**config.mk**
```make
export PLATFORM = sky130hd
export DESIGN_NAME = npu_job_sequencer
export DESIGN_NICKNAME = d
export VERILOG_FILES = /design/src/rtl/npu_job_sequencer.sv
export SDC_FILE = /design/constraint.sdc
export NUM_CORES = 1
export LEC_CHECK = 0
export CAP_MARGIN = 25
export CORE_MARGIN = 5
export CORE_UTILIZATION = 54
export CTS_BUF_LIST = sky130_fd_sc_hd__clkbuf_16
export CTS_CLUSTER_DIAMETER = 100
export DETAILED_ROUTE_END_ITERATION = 10
export GPL_TIMING_DRIVEN = 0
export PLACE_DENSITY = 0.82
export SLEW_MARGIN = 20
export SYNTH_ARGS = -nofsm -noshare
export SYNTH_HDL_FRONTEND = slang
export SYNTH_SLANG_ARGS = --single-unit
```
**constraint.sdc**
```tcl
create_clock -name clk -period 3.34 [get_ports clk]
set_input_delay 0.501 -clock clk [delete_from_list [all_inputs] [get_ports clk]]
set_output_delay 0.501 -clock clk [all_outputs]
set_load 0.1 [all_outputs]
```
**src/rtl/npu_job_sequencer.sv**
```systemverilog
// npu_job_sequencer: host-side initiator for the atom NPU core.
// Unpacks operand bytes {weight, input}, issues one start pulse per pair,
// waits for the core's done strobe, and queues results in a small FIFO that
// drains through a valid/ready stream. A timeout in WAIT sets a sticky error.
// Optional build macro NPU_SEQ_ACCUM_EN: accumulate results (saturating at 15)
// across a vector of VEC_LEN elements and push only the final sum.
//
// Handshakes: a beat transfers on a rising clock edge when valid and ready are
// both high; valid never waits on ready, and ready is registered so it has no
// combinational path from valid (in_valid/in_ready and res_valid/res_ready).
module npu_job_sequencer #(
  parameter int VEC_LEN   = 4,
  parameter int RES_DEPTH = 4,
  parameter int TIMEOUT   = 255
) (
  input  logic       clk,
  input  logic       rst,
  input  logic       in_valid,
  output logic       in_ready,
  input  logic [7:0] in_data,
  output logic       npu_start,
  output logic [3:0] npu_input,
  output logic [3:0] npu_weight,
  input  logic [3:0] npu_result,
  input  logic       npu_done,
  output logic       res_valid,
  input  logic       res_ready,
  output logic [3:0] res_data,
  output logic       busy,
  output logic [3:0] elem_idx,
  input  logic       clr_err,
  output logic       err_timeout,
  output logic [1:0] state_dbg
);

  localparam int PW = (RES_DEPTH > 1) ? $clog2(RES_DEPTH) : 1;
  localparam int CW = PW + 1;
  localparam logic [3:0]    LAST_IDX = 4'(VEC_LEN - 1);
  localparam logic [7:0]    TMAX     = 8'(TIMEOUT);
  localparam logic [CW-1:0] FULL_CNT = CW'(RES_DEPTH);

  typedef enum logic [1:0] {
    S_IDLE  = 2'd0,
    S_ISSUE = 2'd1,
    S_WAIT  = 2'd2
  } state_t;

  state_t                     state_q, state_d;
  logic                       in_ready_q, in_ready_d;
  logic [3:0]                 npu_input_q, npu_input_d;
  logic [3:0]                 npu_weight_q, npu_weight_d;
  logic [3:0]                 elem_q, elem_d;
  logic [7:0]                 tcnt_q, tcnt_d;
  logic                       err_q, err_d;
  logic [PW-1:0]              wr_ptr_q, wr_ptr_d;
  logic [PW-1:0]              rd_ptr_q, rd_ptr_d;
  logic [CW-1:0]              count_q, count_d;
  logic [3:0]                 res_data_q, res_data_d;
  logic [RES_DEPTH-1:0][3:0]  mem_q, mem_d;
  logic                       accept;
  logic                       push;
  logic                       pop;
  logic [3:0]                 push_data;
`ifdef NPU_SEQ_ACCUM_EN
  logic [3:0]                 accum_q, accum_d;
  logic [4:0]                 acc_sum;
  logic [3:0]                 acc_sat;
`endif

  // Job FSM next state: accept an operand, pulse start, wait for done or timeout.
  always_comb begin
    state_d      = state_q;
    npu_input_d  = npu_input_q;
    npu_weight_d = npu_weight_q;
    elem_d       = elem_q;
    tcnt_d       = tcnt_q;
    err_d        = err_q && !clr_err;
    push         = 1'b0;
    push_data    = npu_result;
    accept       = (state_q == S_IDLE) && in_valid && in_ready_q;
`ifdef NPU_SEQ_ACCUM_EN
    accum_d      = accum_q;
    acc_sum      = {1'b0, accum_q} + {1'b0, npu_result};
    acc_sat      = acc_sum[4] ? 4'hF : acc_sum[3:0];
`endif
    case (state_q)
      S_IDLE: begin
        if (accept) begin
          npu_input_d  = in_data[3:0];
          npu_weight_d = in_data[7:4];
          state_d      = S_ISSUE;
        end
      end
      S_ISSUE: begin
        tcnt_d  = 8'd0;
        state_d = S_WAIT;
      end
      S_WAIT: begin
        if (npu_done) begin
          state_d = S_IDLE;
`ifdef NPU_SEQ_ACCUM_EN
          if (elem_q == LAST_IDX) begin
            push      = 1'b1;
            push_data = acc_sat;
            accum_d   = 4'd0;
            elem_d    = 4'd0;
          end else begin
            accum_d = acc_sat;
            elem_d  = elem_q + 4'd1;
          end
`else
          push   = 1'b1;
          elem_d = (elem_q == LAST_IDX) ? 4'd0 : elem_q + 4'd1;
`endif
        end else if (tcnt_q == TMAX) begin
          // Set wins over a simultaneous clr_err.
          err_d   = 1'b1;
          state_d = S_IDLE;
`ifdef NPU_SEQ_ACCUM_EN
          accum_d = 4'd0;
          elem_d  = 4'd0;
`endif
        end else begin
          tcnt_d = tcnt_q + 8'd1;
        end
      end
      default: state_d = S_IDLE;
    endcase
  end

  // Result FIFO bookkeeping; res_data is a registered copy of the next head.
  always_comb begin
    pop      = (count_q != '0) && res_ready;
    wr_ptr_d = push ? wr_ptr_q + 1'b1 : wr_ptr_q;
    rd_ptr_d = pop ? rd_ptr_q + 1'b1 : rd_ptr_q;
    mem_d    = mem_q;
    if (push) mem_d[wr_ptr_q] = push_data;
    case ({push, pop})
      2'b10:   count_d = count_q + 1'b1;
      2'b01:   count_d = count_q - 1'b1;
      default: count_d = count_q;
    endcase
    if (count_d == '0) begin
      res_data_d = 4'd0;
    end else if ((count_q == '0) || (pop && (count_q == CW'(1)))) begin
      // The freshly pushed entry becomes the only entry.
      res_data_d = push_data;
    end else begin
      res_data_d = mem_q[rd_ptr_d];
    end
    // A slot is reserved before accepting, so WAIT can always push.
    in_ready_d = (state_d == S_IDLE) && (count_d != FULL_CNT);
  end

  // State and datapath registers.
  always_ff @(posedge clk or posedge rst) begin
    if (rst) begin
      state_q      <= S_IDLE;
      in_ready_q   <= 1'b0;
      npu_input_q  <= 4'd0;
      npu_weight_q <= 4'd0;
      elem_q       <= 4'd0;
      tcnt_q       <= 8'd0;
      err_q        <= 1'b0;
      wr_ptr_q     <= '0;
      rd_ptr_q     <= '0;
      count_q      <= '0;
      res_data_q   <= 4'd0;
      mem_q        <= '0;
`ifdef NPU_SEQ_ACCUM_EN
      accum_q      <= 4'd0;
`endif
    end else begin
      state_q      <= state_d;
      in_ready_q   <= in_ready_d;
      npu_input_q  <= npu_input_d;
      npu_weight_q <= npu_weight_d;
      elem_q       <= elem_d;
      tcnt_q       <= tcnt_d;
      err_q        <= err_d;
      wr_ptr_q     <= wr_ptr_d;
      rd_ptr_q     <= rd_ptr_d;
      count_q      <= count_d;
      res_data_q   <= res_data_d;
      mem_q        <= mem_d;
`ifdef NPU_SEQ_ACCUM_EN
      accum_q      <= accum_d;
`endif
    end
  end

  assign in_ready    = in_ready_q;
  assign npu_start   = (state_q == S_ISSUE);
  assign npu_input   = npu_input_q;
  assign npu_weight  = npu_weight_q;
  assign res_valid   = (count_q != '0);
  assign res_data    = res_data_q;
  assign busy        = (state_q != S_IDLE);
  assign elem_idx    = elem_q;
  assign err_timeout = err_q;
  assign state_dbg   = state_q;

endmodule

```
==> results of run 1 <==
==> cell families (layout without fill, tap and decap cells) <==
family,Yosys count,after routing,share of synthesized area
adders and majority gates,17,17,0.0806
buffers and inverters,22,71,0.0351
AOI/OAI and AO/OA,44,44,0.107
and+or+nand+nor,75,75,0.151
muxes,29,29,0.126
xor gates and xnor gates,5,5,0.0166
DFF,51,51,0.484
==> stage by stage <==
stage	utilization	cell area, um^2	setup WS [ns]	hold slack, ns
after detailed placement	0.665	3140	0.510	0.492
after floorplan	-	2640	0.458	0.460
after CTS	0.705	3330	0.477	0.504
after global placement	0.661	3120	0.516	0.486
final	0.705	3330	0.489	0.507
after global routing	0.705	3330	0.284	0.532
==> sequential cells by signal, indices dropped and copies added, names as in the netlist <==
signal / cells
npu_weight: 4
rd_ptr_q: 2
mem_q: 16
res_data: 4
elem_idx: 4
wr_ptr_q: 2
in_ready: 1
npu_input: 4
count_q: 3
tcnt_q: 8
err_timeout: 1
state_dbg: 2
==> layout by cell type (no fill, tap or decap), types with 4 or more instances in the layout <==
cell,synthesis,final
nor3_1,6,6
ha_1,17,17
inv_1,16,16
clkdlybuf4s50_1,0,40
nor3b_1,4,4
nor2_1,7,7
a21oi_1,11,11
clkbuf_16,0,5
o21ai_0,14,14
o31ai_1,4,4
nand4_1,5,5
mux2_2,24,24
nand3_1,6,6
dfrtp_1,51,51
nand2_1,22,22
and3_1,9,9
mux2i_1,4,4
==> final timing paths <==
check	startpoint	to	slack, ns	depth (start not counted)
hold reg to reg	npu_input[1]	npu_input[1]	0.51	1
setup / recovery	count_q[0]	res_valid	0.49	4
max in group asynchronous	rst	tcnt_q[6]	2.25	3
hold / removal	npu_input[1]	npu_input[1]	0.51	1
setup reg to reg	count_q[0]	res_data[2]	0.53	12
min in group asynchronous	rst	npu_weight[1]	0.56	2
==> area by class of cell <==
type	count	share of cell area
timing repair buffer	41	0.126
clock inverter	3	0.0192
tap	67	0.0252
buffer	6	0.00977
clock buffer	5	0.0376
multi-input combinational	170	0.381
sequential	51	0.383
inverter	16	0.0180
==> metal layers <==
metal,up-vias,routed length (um)
met5,-,0
li1,970,-
met3,7,320
met2,61,2680
met1,975,2410
met4,0,76
==> power by group through the flow <==
stage | sequential (mW) | clock, mW | combinational (mW)
after global placement | 0.986 | 0 | 1.88
after CTS | 0.996 | 0.650 | 1.93
after detailed placement | 1.01 | 0 | 1.92
after floorplan | 1.59 | 0 | 0.884
after global routing | 1.03 | 0.679 | 2.06
final | 0.998 | 0.639 | 1.93
==> critical path, stage by stage (launching register included) <==
cell,delay [ns]
dfrtp_1,0.42
inv_1,0.08
ha_1,0.21
or2b_2,0.20
clkdlybuf4s50_1,1.15
==> impl_metrics.csv, run 1 <==
group,metric,value,unit
run_status,status,"completed",
logic_synthesis,ys_top_cells_by_area,"dfrtp_1 48%, mux2_2 10%, ha_1 8.1%",
power_and_ir_drop,pwr-share-seq,0.280,
logic_synthesis,syn_area,2640,um^2
drt,vias_per_cell,5.61,
worst_setup_path,path_class,"register to output port",
grt,grt_pass1_vias,1975,
drt,ant_nets,0,
logic_synthesis,ys.flop_type,"dfrtp_1",
power_and_ir_drop,share_comb_of_total_power,0.540,
grt,grt_pass1_wl,9.40,mm
grt,antenna_found_initial,0,
finish,antennaDiodeCount,0,
worst_setup_path,cp-end-kind,"output port",
sta,finalHoldViolCount,0,
logic_synthesis,synthArstFlopShare,1.00,
drt,drtIter0Drc,175,
finish,fill_cells,344,
power_and_ir_drop,switchingPower,1.68,mW
grt,grt_max_degree,31,
clocking,hold_buffers,0,
floorplanning,core.rowCount,25,
floorplanning,core_area,4720,um^2
drt,routedWlPerCell,15.3,um
worst_setup_path,startpoint_type,"register",
clocking,path_clk_slew,0.06,ns
grt,busiest_layer,"met2",
power_and_ir_drop,power_density,1070,nW/um^2
floorplanning,die_x,79.9,um
sta,fmax,351,MHz
floorplanning,io_pins,41,
power_and_ir_drop,p_total,3.56,mW
sta,fin_worst_skew,0.00451,ns
finish,areaGrowthSynthToFinish,26.3,%
grt,gr-total-overflow,0,
floorplanning,die_area,6380,um^2
power_and_ir_drop,switching_share,0.472,
power_and_ir_drop,leakagePower,1.49,nW
power_and_ir_drop,ir_drop,0.542,mV
clocking,postCtsSetupBuffers,0,
clocking,clock_latency,0.29,ns
drt,wirelength,5.49,mm
logic_synthesis,synth_top_area_share,0.484,
grt,grt_use_met2,0.310,
finish,seqCellArea,1280,um^2
power_and_ir_drop,p_int,1.88,mW
sta,rsz0062_at_grt,"no",
logic_synthesis,syn-num-nets,278,
worst_setup_path,arrival,2.35,ns
sta,finalSetupTns,0,ns
clocking,clock-sinks,51,
placed_design,dpl.cell_count,351,
grt,grtUsageMet3,0.0384,
clocking,cts_buffers,5,
sta,fin_crit_sh,0.854,
drt,remaining_drc_errors,0,
logic_synthesis,synth_cells,243,
logic_synthesis,ys_types,41,
worst_setup_path,cp.required,2.84,ns
sta,relSlewSlack,0.343,
placed_design,place.gp.congestion,0.823,
sta,worst_slew_pin_slew,0.983,ns
clocking,cts_tree,"yes",
logic_synthesis,ys_seq_area_frac,0.484,
logic_synthesis,ys_seq_elements,51,
finish,nets,326,
finish,drive_above_1_share,0.140,
logic_synthesis,synth.largest_area_cell,"dfrtp_1",
clocking,h-tree-depth,2,
clocking,cts_resized,0,
drt,vias,2013,
finish,final_cells,359,
floorplanning,fp.dieH,79.9,um
placed_design,io_buffers,40,
floorplanning,initial_core_util,0.558,
sta,drv_slew,0,
drt,firstDrtPassIters,4,
logic_synthesis,synth_edf_count,0,
grt,track_usage,0.188,
clocking,root_buffer,"clkbuf_16",
logic_synthesis,avgSynthCellArea,10.9,um^2
logic_synthesis,yosys_warnings,0,
sta,period_minus_slack,2.85,ns
worst_setup_path,crit_path_max_fanout,5,
finish,multi_input_area,1270,um^2
placed_design,dp_hpwl,4.08,mm
logic_synthesis,synth.most_common_cell,"dfrtp_1",
sta,setup_viol,0,
logic_synthesis,yosys-top-cells-count,"51 x dfrtp_1, 24 x mux2_2, 22 x nand2_1",
power_and_ir_drop,pwr-share-clk,0.179,
run,maxCapViolCount,0,
grt,met1_usage,0.246,
worst_hold_path,hold_path_class,"register to register",
clocking,clockBufferDepth,2,
(Power assumes the default switching activity.)
==> run 2: changes to the inputs <==
- SLEW_MARGIN: 20 -> 10
==> results of run 2 <==
No change in the layout: final DEF, timing and power equal those of run 1.
